$ cat src/rtl/fb_scroll_arbiter_if.sv
// Frame-buffer, spectrum-BRAM and video-timing signals shared by the scroll arbiter.
// master = arbiter side, slave = video timing / memories side.
interface fb_scroll_arbiter_if;
   logic [8:0]  x;
   logic [7:0]  y;
   logic        lower_blank;
   logic        clear_req;
   logic        line_valid;
   logic        line_ack;
   logic [8:0]  bin_addr;
   logic        bin_ren;
   logic [7:0]  bin_rdata;
   logic [16:0] fb_addr;
   logic [7:0]  fb_wdata;
   logic        fb_we;
   logic [7:0]  y_offset;
   logic        busy;

   modport master (
      input  x, y, lower_blank, clear_req, line_valid, bin_rdata,
      output line_ack, bin_addr, bin_ren, fb_addr, fb_wdata, fb_we, y_offset, busy
   );

   modport slave (
      output x, y, lower_blank, clear_req, line_valid, bin_rdata,
      input  line_ack, bin_addr, bin_ren, fb_addr, fb_wdata, fb_we, y_offset, busy
   );
endinterface

$ cat src/rtl/fb_scroll_arbiter.sv
// Sole master of the single-port frame buffer: clears it, serves video reads, and
// writes one spectrum line into a circular row buffer every 2^SCROLL_DIV_W frames.
module fb_scroll_arbiter #(
   parameter int H_VISIBLE    = 320,
   parameter int V_VISIBLE    = 240,
   parameter int SCROLL_DIV_W = 2
) (
   input  logic                clk,
   input  logic                resetn,
   fb_scroll_arbiter_if.master bus
);
   typedef enum logic [1:0] {S_CLEAR, S_VIDEO, S_LINE_WRITE, S_WAIT_BLANK} state_t;

   localparam logic [16:0] FB_WORDS = 17'(H_VISIBLE * V_VISIBLE);
   localparam logic [16:0] H17      = 17'(H_VISIBLE);
   localparam logic [8:0]  H9       = 9'(H_VISIBLE);
   localparam logic [8:0]  LAST_BIN = 9'(H_VISIBLE - 1);
   localparam logic [8:0]  V9       = 9'(V_VISIBLE);
   localparam logic [7:0]  LAST_ROW = 8'(V_VISIBLE - 1);

   state_t                  state;
   logic [16:0]             clr_cnt;
   logic [SCROLL_DIV_W-1:0] frame_cnt;
   logic                    clear_pend;
   logic                    rd_busy;
   logic                    rd_dv;
   logic [8:0]              wr_k;
   logic [8:0]              row_sum;
   logic [8:0]              row;
   logic [16:0]             line_base;
   logic                    clear_now;

   always_comb begin
      row_sum   = {1'b0, bus.y} + {1'b0, bus.y_offset};
      row       = (row_sum >= V9) ? row_sum - V9 : row_sum;
      line_base = H17 * 17'(bus.y_offset);
      clear_now = clear_pend | bus.clear_req;
      bus.busy  = (state == S_CLEAR) || (state == S_LINE_WRITE);
   end

   always_ff @(posedge clk or negedge resetn) begin
      if (!resetn) begin
         state        <= S_CLEAR;
         clr_cnt      <= '0;
         frame_cnt    <= '0;
         clear_pend   <= 1'b0;
         rd_busy      <= 1'b0;
         rd_dv        <= 1'b0;
         wr_k         <= '0;
         bus.fb_we    <= 1'b0;
         bus.fb_addr  <= '0;
         bus.fb_wdata <= '0;
         bus.bin_ren  <= 1'b0;
         bus.bin_addr <= '0;
         bus.line_ack <= 1'b0;
         bus.y_offset <= '0;
      end else begin
         bus.line_ack <= 1'b0;
         clear_pend   <= clear_now;
         case (state)
            S_CLEAR: begin
               if (clr_cnt == FB_WORDS) begin
                  bus.fb_we    <= 1'b0;
                  bus.fb_addr  <= '0;
                  bus.y_offset <= '0;
                  state        <= S_WAIT_BLANK;
               end else begin
                  bus.fb_we    <= 1'b1;
                  bus.fb_addr  <= clr_cnt;
                  bus.fb_wdata <= '0;
                  clr_cnt      <= clr_cnt + 17'd1;
               end
            end
            S_VIDEO: begin
               bus.fb_we   <= 1'b0;
               bus.fb_addr <= 17'(bus.x) + H17 * 17'(row);
               if (bus.lower_blank) begin
                  frame_cnt <= frame_cnt + SCROLL_DIV_W'(1);
                  if (clear_now) begin
                     state      <= S_CLEAR;
                     clr_cnt    <= '0;
                     clear_pend <= 1'b0;
                  end else if ((&frame_cnt) && bus.line_valid) begin
                     state        <= S_LINE_WRITE;
                     bus.bin_ren  <= 1'b1;
                     bus.bin_addr <= '0;
                     rd_busy      <= 1'b1;
                     rd_dv        <= 1'b0;
                     wr_k         <= '0;
                  end else begin
                     state <= S_WAIT_BLANK;
                  end
               end
            end
            S_LINE_WRITE: begin
               // Read side runs one cycle ahead; rd_dv marks bin_rdata valid for bin wr_k.
               if (bus.fb_we && (wr_k == H9)) begin
                  bus.fb_we    <= 1'b0;
                  bus.bin_ren  <= 1'b0;
                  bus.line_ack <= 1'b1;
                  bus.y_offset <= (bus.y_offset == LAST_ROW) ? '0 : bus.y_offset + 8'd1;
                  state        <= S_WAIT_BLANK;
               end else begin
                  rd_dv <= rd_busy;
                  if (rd_busy) begin
                     if (bus.bin_addr == LAST_BIN) rd_busy <= 1'b0;
                     else bus.bin_addr <= bus.bin_addr + 9'd1;
                  end
                  if (rd_dv) begin
                     bus.fb_we    <= 1'b1;
                     bus.fb_addr  <= line_base + 17'(wr_k);
                     bus.fb_wdata <= bus.bin_rdata;
                     wr_k         <= wr_k + 9'd1;
                  end else begin
                     bus.fb_we <= 1'b0;
                  end
               end
            end
            S_WAIT_BLANK: begin
               bus.fb_we <= 1'b0;
               if (clear_now && bus.lower_blank) begin
                  state      <= S_CLEAR;
                  clr_cnt    <= '0;
                  clear_pend <= 1'b0;
               end else if (!bus.lower_blank) begin
                  state <= S_VIDEO;
               end
            end
            default: state <= S_CLEAR;
         endcase
      end
   end
endmodule
$ cat src/flat_wrapper.sv
// flat-port wrapper written by rule: the top's interface ports become plain ports
module fb_scroll_arbiter_flat 
#(
   parameter int H_VISIBLE    = 320,
   parameter int V_VISIBLE    = 240,
   parameter int SCROLL_DIV_W = 2
)
  (clk, resetn, bus_x, bus_y, bus_lower_blank, bus_clear_req, bus_line_valid, bus_bin_rdata, bus_line_ack, bus_bin_addr, bus_bin_ren, bus_fb_addr, bus_fb_wdata, bus_fb_we, bus_y_offset, bus_busy);
  fb_scroll_arbiter_if bus_i ();
  input  logic clk;
  input  logic resetn;
  input wire logic [$bits(bus_i.x)-1:0] bus_x;
  input wire logic [$bits(bus_i.y)-1:0] bus_y;
  input wire logic [$bits(bus_i.lower_blank)-1:0] bus_lower_blank;
  input wire logic [$bits(bus_i.clear_req)-1:0] bus_clear_req;
  input wire logic [$bits(bus_i.line_valid)-1:0] bus_line_valid;
  input wire logic [$bits(bus_i.bin_rdata)-1:0] bus_bin_rdata;
  output wire logic [$bits(bus_i.line_ack)-1:0] bus_line_ack;
  output wire logic [$bits(bus_i.bin_addr)-1:0] bus_bin_addr;
  output wire logic [$bits(bus_i.bin_ren)-1:0] bus_bin_ren;
  output wire logic [$bits(bus_i.fb_addr)-1:0] bus_fb_addr;
  output wire logic [$bits(bus_i.fb_wdata)-1:0] bus_fb_wdata;
  output wire logic [$bits(bus_i.fb_we)-1:0] bus_fb_we;
  output wire logic [$bits(bus_i.y_offset)-1:0] bus_y_offset;
  output wire logic [$bits(bus_i.busy)-1:0] bus_busy;
  assign bus_i.x = bus_x;
  assign bus_i.y = bus_y;
  assign bus_i.lower_blank = bus_lower_blank;
  assign bus_i.clear_req = bus_clear_req;
  assign bus_i.line_valid = bus_line_valid;
  assign bus_i.bin_rdata = bus_bin_rdata;
  assign bus_line_ack = bus_i.line_ack;
  assign bus_bin_addr = bus_i.bin_addr;
  assign bus_bin_ren = bus_i.bin_ren;
  assign bus_fb_addr = bus_i.fb_addr;
  assign bus_fb_wdata = bus_i.fb_wdata;
  assign bus_fb_we = bus_i.fb_we;
  assign bus_y_offset = bus_i.y_offset;
  assign bus_busy = bus_i.busy;
  fb_scroll_arbiter #(.H_VISIBLE(H_VISIBLE), .V_VISIBLE(V_VISIBLE), .SCROLL_DIV_W(SCROLL_DIV_W)) u_core (.clk(clk), .resetn(resetn), .bus(bus_i));
endmodule
$ cat config.mk
export PLATFORM = sky130hd
export DESIGN_NAME = fb_scroll_arbiter_flat
export DESIGN_NICKNAME = d
export VERILOG_FILES = /design/src/rtl/fb_scroll_arbiter_if.sv /design/src/rtl/fb_scroll_arbiter.sv /design/src/flat_wrapper.sv
export SDC_FILE = /design/constraint.sdc
export NUM_CORES = 1
export LEC_CHECK = 0
export CORE_UTILIZATION = 50
export CTS_BUF_LIST = sky130_fd_sc_hd__clkbuf_16
export CTS_CLUSTER_SIZE = 20
export DETAILED_ROUTE_END_ITERATION = 8
export HOLD_SLACK_MARGIN = 0.15
export PLACE_DENSITY = 0.69
export SYNTH_ARGS = -nofsm -noshare
export SYNTH_HDL_FRONTEND = slang
export SYNTH_SLANG_ARGS = --single-unit
export TNS_END_PERCENT = 1
$ cat constraint.sdc
create_clock -name clk -period 6.8 [get_ports clk]
set_input_delay 2.04 -clock clk [delete_from_list [all_inputs] [get_ports clk]]
set_output_delay 2.04 -clock clk [all_outputs]
set_load 0.01 [all_outputs]
After elaboration in Yosys (flattened, before gate mapping)
Index checks and enable logic that the tools add are counted.

Reductions and logical operators: 21. Add/sub/neg operators: 9. Order comparisons: 1. $mul: 2. Bitwise operators: 1. Equal/unequal tests: 20. Mux-type cells: 59.

Operators with widths (count): 17-bit 2-to-1 mux (7); 17-bit case mux with 3 select lines (2); 9-bit 2-to-1 mux (9); 8-bit 2-to-1 mux (6); 9-bit case mux with 2 select lines (2); 8-bit case mux with 2 select lines (2); 1-bit 2-to-1 mux (19); 9-bit by 1-bit adder with 9-bit output (second input constant) (2); 9-bit equality test (second input constant) (2); 17-bit by 1-bit adder with 17-bit output (second input constant) (1); 17-bit by 9-bit adder with 17-bit output (1); 9-bit by 17-bit adder with 17-bit output (1); 17-bit equality test (second input constant) (1); 5-bit AND reduction (3); 2-bit != test (second input constant) (7); 2-bit 2-to-1 mux (6); 3-bit by 8-bit multiplier with 11-bit output (first input constant) (1); 3-bit by 9-bit multiplier with 11-bit output (first input constant) (1); 2-bit by 1-bit != test with 1-bit output (second input constant) (5); 8-bit by 8-bit adder with 9-bit output (1); 9-bit by 8-bit >= comparator with 1-bit output (second input constant) (1); 9-bit by 8-bit subtractor with 9-bit output (second input constant) (1); 8-bit by 1-bit adder with 8-bit output (second input constant) (1); 8-bit equality test (second input constant) (1); other kinds (19) (30).

Output and inout bits: 46. Bits of input ports: 30. Register bits after elaboration: 78. Logic and storage cells: 127.

Longest topological paths before layout
Gate-level depths: netlist of run 1.

Depth in word-level cells: 6. Gate-level depth with buffers: 22. Gate-level depth less buffers: 21.

Least setup slack after synthesis of run 1
No wires, ideal clock.

Kind: input to register. Start point: in bus_y[0]. End point: reg u_core.bus.fb_addr[16]. Data required time: 6676 ps. Path buffers: 1. Arrival: 6581 ps. Stages: 22. Path slack: 94 ps. Setup time: 124 ps. Path through: ha_1 > fa_1 > a21o_1 > a21oi_1 > xnor2_1 > and4b_1 > buf_2 > a31oi_1 > o21ai_1 > mux2i_1 > inv_1 > ha_1 > ha_1 > o21a_1 > a2111o_1 > o311ai_1 > nand4_1 > or3b_1 > o32a_1 > nand2_1 > xnor2_1 > o21ai_1.

Longest elaborated chain between the ends: 6. Elaborated cells on any way between the ends: 7. Classes of those cells: 3 x add/sub; 1 x mul; 1 x order compare; 2 x mux.

RTL lines: start, declared (RTL line flat_wrapper.sv:13) `input wire logic [$bits(bus_i.y)-1:0] bus_y;`; 8-bit by 8-bit adder with 9-bit output (*) (RTL line fb_scroll_arbiter.sv:34) `row_sum = {1'b0, bus.y} + {1'b0, bus.y_offset};`; 9-bit by 8-bit subtractor with 9-bit output or 9-bit by 8-bit >= comparator with 1-bit output (tied branches) (RTL line fb_scroll_arbiter.sv:35) `row = (row_sum >= V9) ? row_sum - V9 : row_sum;`; 9-bit 2-to-1 mux (*) (RTL line fb_scroll_arbiter.sv:35); 3-bit by 9-bit multiplier with 11-bit output (*) (RTL line fb_scroll_arbiter.sv:76) `bus.fb_addr <= 17'(bus.x) + H17 * 17'(row);`; 9-bit by 17-bit adder with 17-bit output (*) (RTL line fb_scroll_arbiter.sv:76); 17-bit case mux with 3 select lines (*) (RTL line fb_scroll_arbiter.sv:60) `case (state)`; end signal, assigned (RTL line fb_scroll_arbiter.sv:69) `bus.fb_addr <= clr_cnt;`; end signal, assigned (RTL line fb_scroll_arbiter.sv:76); end signal, assigned (RTL line fb_scroll_arbiter.sv:111) `bus.fb_addr <= line_base + 17'(wr_k);`; end, declared (RTL line fb_scroll_arbiter_if.sv:21) `output line_ack, bin_addr, bin_ren, fb_addr, fb_wdata, fb_we, y_offset, busy`.

Mark *: on every way between the ends. The rest lies on a longest branch, timed or not. A chain may end at the register's enable or synchronous reset.

Worst setup path after layout of run 1
Start point: in bus_y[4]. End point: reg u_core.bus.fb_addr[16].

The elaborated chain is that of the path after synthesis.

==> results of run 1 <==
## routing by layer
metal | routed length (um) | global-route usage [%] | vias to the layer above
met4 | 290 | 8.86 | 0
met3 | 469 | 3.88 | 22
met1 | 6540 | 32.4 | 2555
met2 | 7190 | 43.1 | 102
li1 | - | - | 2594
met5 | 0 | 0 | -
## final timing paths
path	from	endpoint	depth (start not counted)
max reg2reg	u_core.bus.y_offset[0]$_DFFE_PN0P_	u_core.bus.fb_addr[16]$_DFFE_PN0P_	20
max	bus_y[4]	u_core.bus.fb_addr[16]$_DFFE_PN0P_	21
min	u_core.bus.fb_addr[11]$_DFFE_PN0P_	u_core.bus.fb_addr[11]$_DFFE_PN0P_	1
min in group asynchronous	resetn	u_core.bus.fb_addr[4]$_DFFE_PN0P_	1
max in group asynchronous	resetn	u_core.bus.bin_ren$_DFFE_PN0P_	1
min reg2reg	u_core.bus.fb_addr[11]$_DFFE_PN0P_	u_core.bus.fb_addr[11]$_DFFE_PN0P_	1
## timing repair
item,in CTS,in global routing
resized for setup,0,13
buffers inserted,0,1
endpoints found under the setup margin,0,2
## sequential cells by signal (all words and copies together) (netlist names)
name                 count
u_core.wr_k              9
u_core.rd_busy           1
u_core.clr_cnt          17
u_core.state             2
u_core.frame_cnt         2
u_core.bus.fb_we         1
u_core.bus.y_offset      8
u_core.bus.fb_wdata      8
u_core.rd_dv             1
u_core.bus.fb_addr      17
u_core.bus.bin_ren       1
u_core.clear_pend        1
u_core.bus.line_ack      1
u_core.bus.bin_addr      9
## placed cells by master (no fill, tap or decap), types with 11 or more instances in the layout
master and count:
nor2_1 61, and3_1 11, ha_1 45, buf_4 39
inv_1 25, o31ai_1 12, nand2_1 87, a21oi_1 29
o21ai_0 40, dfrtp_1 78, xnor2_1 20, a21o_1 15
nand3_1 22, nor3_1 11, a221oi_1 11, xor2_1 33
clkdlybuf4s50_1 74, nand4_1 11
## layout make-up
type	instances	area share, %
multi-input cells	542	51.9
clock inverters	4	0.258
well taps	143	2.46
flip-flops and latches	78	26.8
inverters	24	1.24
clock buffers	9	3.10
repair buffers	113	14.2
## power by group
part / switching (mW) / internal [mW] / total, mW
registers: 0.00120 / 0.467 / 0.468
logic: 0.0906 / 0.0955 / 0.186
clock network: 0.176 / 0.237 / 0.414
## critical path, delay by kind of cell
kind | cells | cell delay, ps
adders and majority gates | 4 | 1210
AOI/OAI and AO/OA | 9 | 1670
xor gates and xnor gates | 4 | 690
and+or+nand+nor | 3 | 720
buffers and inverters | 1 | 400
## stage by stage
stage	cells	setup TNS (ps)	power (mW)	cell area [um^2]
after floorplan	671	0	0.567	5840
after global placement	899	-157	0.643	6920
after detailed placement	899	-446	0.649	6920
after CTS	912	0	1.06	7170
after global routing	913	-4.64	1.12	7270
final	913	0	1.07	7270
## kinds of logic after synthesis
kind of cell    Yosys count  synth area share (%)
simple gates            254                  20.8
compound gates          165                  19.0
flops                    78                  33.4
xor+xnor                 57                  8.55
fa+ha+maj                55                  12.4
buf+inv                  51                  3.58
mux                      11                  2.27
==> flow_summary_export.csv, run 1 <==
group,metric,value,unit
run_status,status,"completed",
place,port_buffers,75,
yosys,ys_types,68,
worst_setup_path,slowest_stage,"fa_1",
worst_setup_path,cp.required,7010,ps
sta,max_slew_margin,33.6,%
floorplan,io_pins,76,
hold_path,hold_path.class,"reg2reg",
sta,fmax,0.153,GHz
floorplan,num_rows,39,
floorplan,fp.dieW,110,um
finish,seq_area,1950,um^2
yosys,synth_area_leaders,"dfrtp_1, ha_1, nand2_1",
sta,hold_viol_final,0,
drt,ant_nets,0,
drt,drtIter0Drc,357,
clock_tree,clk_transition_reported_paths,60,ps
yosys,synth_edf_count,0,
sta,finalClockSkew,7.65,ps
worst_setup_path,cp_slowest_stage_delay,440,ps
floorplan,start_util,51.1,%
clock_tree,clk_latency,330,ps
flow_run,max_cap_viol_count,0,
drt,wirelength,14.5,mm
power_and_ir_drop,p_leak,3.38,nW
worst_setup_path,crit_type,"in2reg",
drt,viasPerCell,5.78,
floorplan,core_area,11400,um^2
worst_setup_path,reg2reg_setup_slack,1790,ps
yosys,yosys.area.top_type,"dfrtp_1",
floorplan,die_area,12100,um^2
yosys,syn_inst,671,
grt,overflow,0,
sta,fin_crit_sh,96.0,%
grt,groute.usage.overall,25.3,%
yosys,postSynthNetCount,756,
finish,fill_cells,983,
clock_tree,cts_buffers,9,
worst_setup_path,crit_arrival,6740,ps
drt,avgRoutedWirePerCell,15.9,um
worst_setup_path,worstSetupStartpointType,"primary input",
finish,fin_nets,853,
yosys,yosysTopAreaCellShare,33.4,%
grt,grt_pass1_vias,5072,
worst_setup_path,cp_cell_sequence,"clkdlybuf4s50_1 -> ha_1 -> a21o_1 -> a31o_1 -> or2_1 -> xor2_2 -> ha_1 -> a31oi_1 -> o21ai_2 -> xor2_2 -> ha_4 -> fa_1 -> a21o_1 -> a311o_1 -> a21oi_2 -> xnor2_1 -> or3b_1 -> o32a_1 -> nand2_1 -> xnor2_1 -> o21ai_1",
clock_tree,cts_buffer_depth,2,
clock_tree,cts_num_sinks,78,
sta,fin_ws,269,ps
clock_tree,cts_hold_buf,0,
yosys,yosys_warnings,0,
worst_setup_path,critPathMaxFanout,3,
finish,multi_input_area,3780,um^2
yosys,synthArstFlopShare,100,%
place,place_worst_setup_slack,-292,ps
sta,maxSlewViolCount,0,
sta,setup_viol,0,
power_and_ir_drop,peakVddDrop,213,uV
yosys,ys_seq_area_share,33.4,%
finish,drive_above_1_share,10.1,%
place,routabilityCongestion,0.854,
drt,dr.pass1.iters,6,
grt,grt_start_max_net_pins,79,
yosys,syn_area_per_cell,8.70,um^2
grt,grt_antenna_before_repair,0,
sta,worst_pin_slew,996,ps
clock_tree,htree_levels,3,
grt,grt_pass1_wl,23.8,mm
yosys,ys_seq_elements,78,
drt,drcViolationCount,0,
finish,final_core_util,63.7,%
power_and_ir_drop,power.density,147,nW/um^2
yosys,synthTopCellsByCount,"nand2_1, dfrtp_1, nor2_1",
finish,antennaDiodeCount,0,
clock_tree,cts_tree,"built",
drt,num_vias,5273,
sta,timing.final.crit_period,6530,ps
clock_tree,root_buffer,"clkbuf_16",
yosys,synth.most_common_cell,"nand2_1",
worst_setup_path,endpoint_kind,"register",
sta,hold_ws,477,ps
place,hpwl,10.8,mm
finish,syn_to_final_growth,24.7,%
floorplan,die_y,110,um
yosys,synth-main-ff-cell,"dfrtp_1",
yosys,mappedNetlistArea,5840,um^2
Power figures use the tool's default switching activity.
==> run 2, diff against run 1 <==
Settings changed: PLACE_DENSITY 0.69 to 0.73.
==> run 2 against run 1 <==
  * Sequential power barely moved
  * Core utilization barely moved
  * Highest routed layer unchanged
  * Sequential cell count did not move
  * Cell count rose by 0.44%
  * Critical endpoint unchanged
  * Wire length rose by 0.19%
==> flow_summary_export.csv, run 2 (synthesis results as in run 1) <==
group,metric,value,unit
run_status,status,"completed",
power_and_ir_drop,power.density,149,nW/um^2
hold_path,whs_path_depth,2,
finish,final_cell_count_no_fill,917,
worst_setup_path,r2r_end,"u_core.bus.fb_addr[16]$_DFFE_PN0P_",
worst_setup_path,worstSetupEndpoint,"u_core.bus.fb_addr[16]$_DFFE_PN0P_",
power_and_ir_drop,p_total,1.08,mW
place,place_worst_setup_slack,-334,ps
floorplan,io_pins,76,
clock_tree,clk_transition_reported_paths,60,ps
worst_setup_path,worst_r2r_path_depth,21,
worst_setup_path,reg2reg_setup_slack,1720,ps
clock_tree,root_buffer,"clkbuf_16",
sta,fin_ws,200,ps
worst_setup_path,cp.depth,22,
grt,overflow,0,
clock_tree,cts_tree,"built",
finish,mostFrequentLayoutCell,"nand2_1",
power_and_ir_drop,p_sw,0.283,mW
clock_tree,cts_hold_buf,0,
sta,hold_viol_final,0,
place,routabilityCongestion,0.839,
finish,fin_nets,854,
finish,drive_above_1_share,10.5,%
sta,fin_crit_sh,97.1,%
finish,reg_top3,"u_core.bus.fb_addr: 17 flops, u_core.clr_cnt: 17 flops",
sta,rsz0062_at_grt,"false",
grt,grt_pass1_vias,4932,
grt,grt_antenna_before_repair,0,
floorplan,num_rows,39,
sta,maxSlewViolCount,0,
power_and_ir_drop,p_int,0.802,mW
power_and_ir_drop,clkPwrFrac,40.5,%
power_and_ir_drop,p_sw_share,26.1,%
place,port_buffers,75,
worst_setup_path,worstSetupStartpointType,"primary input",
sta,setup_viol,0,
floorplan,die_y,110,um
finish,mostFrequentLayoutCells,"nand2_1, dfrtp_1, clkdlybuf4s50_1",
worst_setup_path,crit_type,"in2reg",
clock_tree,clk_latency,340,ps
finish,syn_to_final_growth,24.6,%
drt,wirelength,14.5,mm
worst_setup_path,endpoint_kind,"register",
worst_setup_path,cp_cell_sequence,"clkdlybuf4s50_1 -> ha_1 -> a21o_1 -> a31o_1 -> or2_4 -> xor2_2 -> ha_2 -> a31oi_1 -> o21ai_2 -> mux2i_1 -> inv_1 -> ha_1 -> ha_4 -> o21a_4 -> a2111o_1 -> o311ai_1 -> nand4_1 -> or3b_1 -> o32a_1 -> nand2_1 -> xnor2_1 -> o21ai_1",
hold_path,hold_path.class,"reg2reg",
flow_run,max_cap_viol_count,0,
grt,grt_start_max_net_pins,79,
drt,drcViolationCount,0,
sta,max_slew_margin,32.6,%
worst_setup_path,cp_slowest_stage_delay,410,ps
power_and_ir_drop,p_leak,3.37,nW
drt,ant_nets,0,
place,dp.cells,898,
finish,final_core_util,63.7,%
power_and_ir_drop,combPwrFrac,16.4,%
grt,grt_pass1_wl,23.0,mm
grt,groute.usage.overall,24.5,%
clock_tree,cts_num_sinks,78,
worst_setup_path,crit_arrival,6820,ps
finish,final_cell_area,7270,um^2
power_and_ir_drop,pwr-share-seq,43.1,%
drt,num_vias,5305,
floorplan,start_util,51.1,%
floorplan,core_area,11400,um^2
floorplan,die_area,12100,um^2
worst_setup_path,critPathLaunch,"bus_y[4]",
worst_setup_path,crit_buf_inv,2,
drt,dr.pass1.iters,5,
drt,avgRoutedWirePerCell,15.8,um
worst_setup_path,r2r-start,"u_core.bus.y_offset[0]$_DFFE_PN0P_",
drt,viasPerCell,5.79,
sta,hold_ws,484,ps
clock_tree,htree_levels,3,
sta,timing.final.crit_period,6600,ps
finish,fill_cells,944,
sta,finalClockSkew,7.81,ps
worst_setup_path,crit_path_frequent_cell,"ha_1",
floorplan,fp.dieW,110,um
clock_tree,cts_buffer_depth,2,
place,postPlaceCellArea,6910,um^2
sta,worst_pin_slew,1010,ps
sta,fmax,0.152,GHz
worst_setup_path,critPathMaxFanout,4,
worst_setup_path,cp.required,7020,ps
worst_setup_path,critPathTopFamily,"compound AO/OA/AOI/OAI gates",
finish,antennaDiodeCount,0,
drt,drtIter0Drc,489,
place,hpwl,10.7,mm
clock_tree,cts_buffers,9,
power_and_ir_drop,peakVddDrop,124,uV
sta,setup-tns-final,0,ps
worst_setup_path,slowest_stage,"clkdlybuf4s50_1",
==> run 2: worst min path at each step <==
stage | start | slack (ps) | end
2_1_floorplan | u_core.frame_cnt[0]$_DFFE_PN0P_ | 450 | u_core.frame_cnt[0]$_DFFE_PN0P_
3_3_place_gp | u_core.bus.fb_addr[0]$_DFFE_PN0P_ | 460 | u_core.bus.fb_addr[0]$_DFFE_PN0P_
3_5_place_dp | u_core.bus.fb_wdata[7]$_DFFE_PN0P_ | 470 | u_core.bus.fb_wdata[7]$_DFFE_PN0P_
4_1_cts | u_core.bus.fb_wdata[7]$_DFFE_PN0P_ | 480 | u_core.bus.fb_wdata[7]$_DFFE_PN0P_
5_1_grt | u_core.frame_cnt[0]$_DFFE_PN0P_ | 510 | u_core.frame_cnt[0]$_DFFE_PN0P_
6_report | u_core.bus.fb_addr[9]$_DFFE_PN0P_ | 480 | u_core.bus.fb_addr[9]$_DFFE_PN0P_
==> run 2: tightest hold or removal path, delay by kind of cell, from the launching register on <==
| family | cells | cell delay [ps] |
|---|---|---|
| DFF | 1 | 340 |
| AOI/OAI and AO/OA | 1 | 60 |
| and+or+nand+nor | 1 | 50 |
==> run 2: routing by layer <==
layer  global-route usage (%)  wire (um)  up-vias
met5                        0          0        -
met4                     9.71        360        0
met3                     3.47        461       26
met2                     41.1       7270      110
met1                     31.7       6420     2572
li1                         -          -     2597
==> run 2: repair_timing <==
item / CTS / global route
gates resized for setup: 0 / 13
hold endpoints to repair: 0 / 0
setup endpoints to repair: 0 / 2
buffers inserted: 0 / 3
==> run 2: layout make-up <==
type / instances / area [um^2] / area share [%]
clock buffer: 9 / 225 / 3.10
timing repair buffer: 114 / 1040 / 14.3
sequential: 78 / 1950 / 26.8
multi-input combinational: 542 / 3740 / 51.5
clock inverter: 7 / 42.5 / 0.585
inverter: 24 / 90.1 / 1.24
tap: 143 / 179 / 2.46
==> run 2: power groups by stage <==
stage	Sequential (mW)	Combinational, mW	Clock, mW
2_1_floorplan	0.478	0.0895	0
3_3_place_gp	0.476	0.166	0
3_5_place_dp	0.476	0.169	0
4_1_cts	0.468	0.170	0.442
5_1_grt	0.468	0.195	0.461
6_report	0.468	0.178	0.440
==> run 3, diff against run 2 <==
Settings changed: ABC_AREA from default to 1, PLACE_DENSITY 0.73 to 0.75.
==> run 3 against run 2 <==
  * The flow now finishes with violations (DRC)
  * Cell count is 12% higher
  * Cell area is 2.0% lower
  * Die area is 2.6% higher
  * Largest cell class unchanged
  * Total power is 5.4% lower
  * First-iteration DRC count is 8.8% lower
  * Largest power group unchanged
==> flow_summary_export.csv, run 3 <==
group,metric,value,unit
sta,fin_crit_sh,88.1,%
drt,dr.pass1.iters,7,
clock_tree,cts.repair.resized,0,
sta,maxSlewViolCount,0,
power_and_ir_drop,clkPwrFrac,43.5,%
worst_setup_path,slowest_stage,"fa_1",
drt,drtIter0Drc,446,
worst_setup_path,worstSetupStartpointType,"primary input",
power_and_ir_drop,p_sw_share,25.8,%
floorplan,io_pins,76,
clock_tree,cts_tree,"built",
clock_tree,clk_transition_reported_paths,60,ps
clock_tree,postCtsSetupBuffers,0,
floorplan,num_rows,39,
worst_setup_path,r2r_end,"u_core.bus.fb_addr[14]$_DFFE_PN0P_",
worst_setup_path,reg2reg_setup_slack,2340,ps
clock_tree,cts_hold_buf,0,
floorplan,die_y,111,um
sta,finalClockSkew,9.70,ps
yosys,synth-xor-area-share,2.78,%
worst_setup_path,worst_r2r_path_depth,26,
drt,viasPerCell,5.45,
worst_setup_path,cp_slowest_stage_delay,460,ps
worst_setup_path,critPathTopFamily,"simple AND/OR/NAND/NOR gates",
yosys,ys_seq_elements,78,
floorplan,start_util,51.8,%
clock_tree,cts_buffers,9,
drt,wl_met3,805,um
power_and_ir_drop,p_sw,0.265,mW
place,postPlaceCellArea,6860,um^2
drt,top_layer,"met4",
power_and_ir_drop,pwr-share-seq,45.6,%
sta,setup-tns-final,0,ps
yosys,synth_area_leaders,"dfrtp_1, ha_1, nand2_1",
grt,grt_start_max_net_pins,79,
worst_setup_path,cp.required,7000,ps
yosys,synth.most_common_cell,"nand2_1",
sta,rsz0062_at_grt,"false",
drt,ant_nets,0,
drt,wirelength,14.7,mm
yosys,ys_seq_area_share,32.6,%
floorplan,fp.dieW,111,um
run_status,violations,"DRC",
drt,num_vias,5623,
hold_path,min_to,"u_core.bus.fb_addr[16]$_DFFE_PN0P_",
yosys,synth_compound_area_share,15.2,%
finish,drive_above_1_share,8.11,%
worst_setup_path,critPathMaxFanout,4,
power_and_ir_drop,power.density,144,nW/um^2
worst_setup_path,cp.depth,27,
grt,grt_pass1_vias,5363,
yosys,synthMuxAreaShare,0.188,%
yosys,syn_inst,811,
yosys,syn_area_per_cell,7.39,um^2
grt,grt_pass1_wl,25.1,mm
sta,timing.final.crit_period,5990,ps
yosys,synth_top_family_by_area,"simple AND/OR/NAND/NOR gates",
place,routabilityCongestion,0.895,
clock_tree,root_buffer,"clkbuf_16",
run_status,status,"complete, but fails checks",
yosys,synthTopCellsByCount,"nand2_1, inv_1, dfrtp_1",
place,dp.cells,1015,
yosys,synth_fa_ha_area_share,12.1,%
clock_tree,htree_levels,3,
sta,fmax,0.167,GHz
sta,setup_viol,0,
worst_setup_path,crit_type,"in2reg",
grt,grt_antenna_before_repair,0,
yosys,yosys_warnings,0,
worst_setup_path,crit_path_frequent_cell,"nand3_1",
hold_path,whs_path_depth,2,
drt,wl_met1,6.88,mm
yosys,synth-main-ff-cell,"dfrtp_1",
flow_run,max_cap_viol_count,0,
sta,worst_pin_slew,993,ps
yosys,postSynthNetCount,896,
worst_setup_path,crit_buf_inv,4,
yosys,yosys.area.top_type,"dfrtp_1",
yosys,synth_edf_count,0,
finish,syn_to_final_growth,19.0,%
power_and_ir_drop,combPwrFrac,11.0,%
floorplan,core_area,11600,um^2
power_and_ir_drop,p_int,0.762,mW
finish,reg_top3,"u_core.bus.fb_addr: 17 flops, u_core.clr_cnt: 17 flops",
drt,avgRoutedWirePerCell,14.2,um
yosys,mappedNetlistArea,5990,um^2
place,hpwl,11.1,mm
hold_path,hold_path_startpoint,"u_core.bus.fb_addr[16]$_DFFE_PN0P_",
finish,final_cell_count_no_fill,1031,
sta,hold_viol_final,0,
grt,groute.usage.overall,24.9,%
yosys,synthArstFlopShare,100,%
drt,dr_wl_met2,6.66,mm
power_and_ir_drop,peakVddDrop,139,uV
clock_tree,cts_buffer_depth,2,
drt,drcViolationCount,6,
clock_tree,cts_num_sinks,78,
worst_setup_path,crit_arrival,6190,ps
yosys,synth-simple-area-share,27.5,%
finish,fin_nets,968,
hold_path,hold_path.class,"reg2reg",
clock_tree,clk_latency,350,ps
place,port_buffers,75,
grt,overflow,0,
floorplan,die_area,12400,um^2
worst_setup_path,r2r-start,"u_core.bus.y_offset[0]$_DFFE_PN0P_",
finish,mostFrequentLayoutCells,"nand2_1, inv_1, dfrtp_1",
finish,antennaDiodeCount,0,
yosys,yosysTopAreaCellShare,32.6,%
sta,max_slew_margin,33.8,%
finish,mostFrequentLayoutCell,"nand2_1",
yosys,ys_types,51,
power_and_ir_drop,p_leak,3.39,nW
worst_setup_path,endpoint_kind,"register",
finish,final_cell_area,7130,um^2
run 3: cell count changes after synthesis, moves of 17 or more:
cell     before  now
inv_1        24  113
nand2_1      87  148
nand3_1      22   61
a21oi_1      31   57
xor2_1       35   14
inv_2         0   17
xnor2_1      22    5
run 3: worst register-to-register path: stages (launching register included):
cell and delay [ps]:
dfrtp_1 490, ha_1 280, fa_1 440, nand2_1 100, nand3_2 80, nand3_1 100
nand2_1 50, nand2_1 100, nand2_4 90, nor2_2 110, nand3_1 80, nand3_1 160
xor2_1 230, ha_1 300, fa_1 460, xor2_1 230, inv_1 60, nor2_1 100
inv_1 50, nor2_1 130, nand3_1 100, nor2_1 140, inv_1 70, nand3_1 70
a21oi_1 80, a21oi_1 130, o21ai_1 70
run 3: per-stage QoR:
stage               setup WS [ps]  util, %  power, mW  hold WS, ps
floorplan                    1220        -      0.545          452
detailed placement            464     59.3      0.590          467
global placement              535     59.3      0.589          465
CTS                           809     61.6       1.04          484
global route                  292     61.6       1.07          520
finish                        807     61.6       1.03          477
run 3: kinds of logic (layout without fill, tap and decap cells):
logic type / count (synthesis) / after routing
flip-flops: 78 / 78
AND/OR/NAND/NOR: 350 / 350
AO/OA/AOI/OAI: 160 / 160
multiplexers: 1 / 1
adder cells (fa/ha/maj): 55 / 55
XOR/XNOR: 19 / 19
buffers and inverters: 148 / 225
run 3: worst max path at each step:
stage,startpoint,end,slack (ps)
after floorplan,bus_y[0],u_core.bus.fb_addr[16]$_DFFE_PN0P_,1220
after global placement,bus_y[0],u_core.bus.fb_addr[14]$_DFFE_PN0P_,530
after detailed placement,bus_y[0],u_core.bus.fb_addr[14]$_DFFE_PN0P_,460
after CTS,bus_y[0],u_core.bus.fb_addr[14]$_DFFE_PN0P_,810
after global routing,bus_y[0],u_core.bus.fb_addr[14]$_DFFE_PN0P_,290
final,bus_y[0],u_core.bus.fb_addr[14]$_DFFE_PN0P_,810
run 3: layout make-up:
class / count / area [um^2]
sequential: 78 / 1950
clock inverter: 7 / 48.8
fill: 1046 / 4440
timing repair buffer: 76 / 756
clock buffer: 9 / 225
multi-input combinational: 585 / 3460
tap: 143 / 179
inverter: 133 / 504
run 3: power by group through the flow:
| stage | Combinational [mW] | Clock [mW] | Sequential, mW |
|---|---|---|---|
| CTS | 0.114 | 0.454 | 0.468 |
| finish | 0.113 | 0.446 | 0.468 |
| detailed placement | 0.114 | 0 | 0.476 |
| floorplan | 0.0674 | 0 | 0.478 |
| global placement | 0.112 | 0 | 0.476 |
| global route | 0.131 | 0.472 | 0.468 |
run 3: routing by layer:
| layer | GRT usage [%] | up-vias |
|---|---|---|
| met5 | 0 | - |
| met3 | 4.25 | 27 |
| met2 | 40.0 | 158 |
| met1 | 34.1 | 2588 |
| met4 | 8.83 | 0 |
| li1 | - | 2850 |
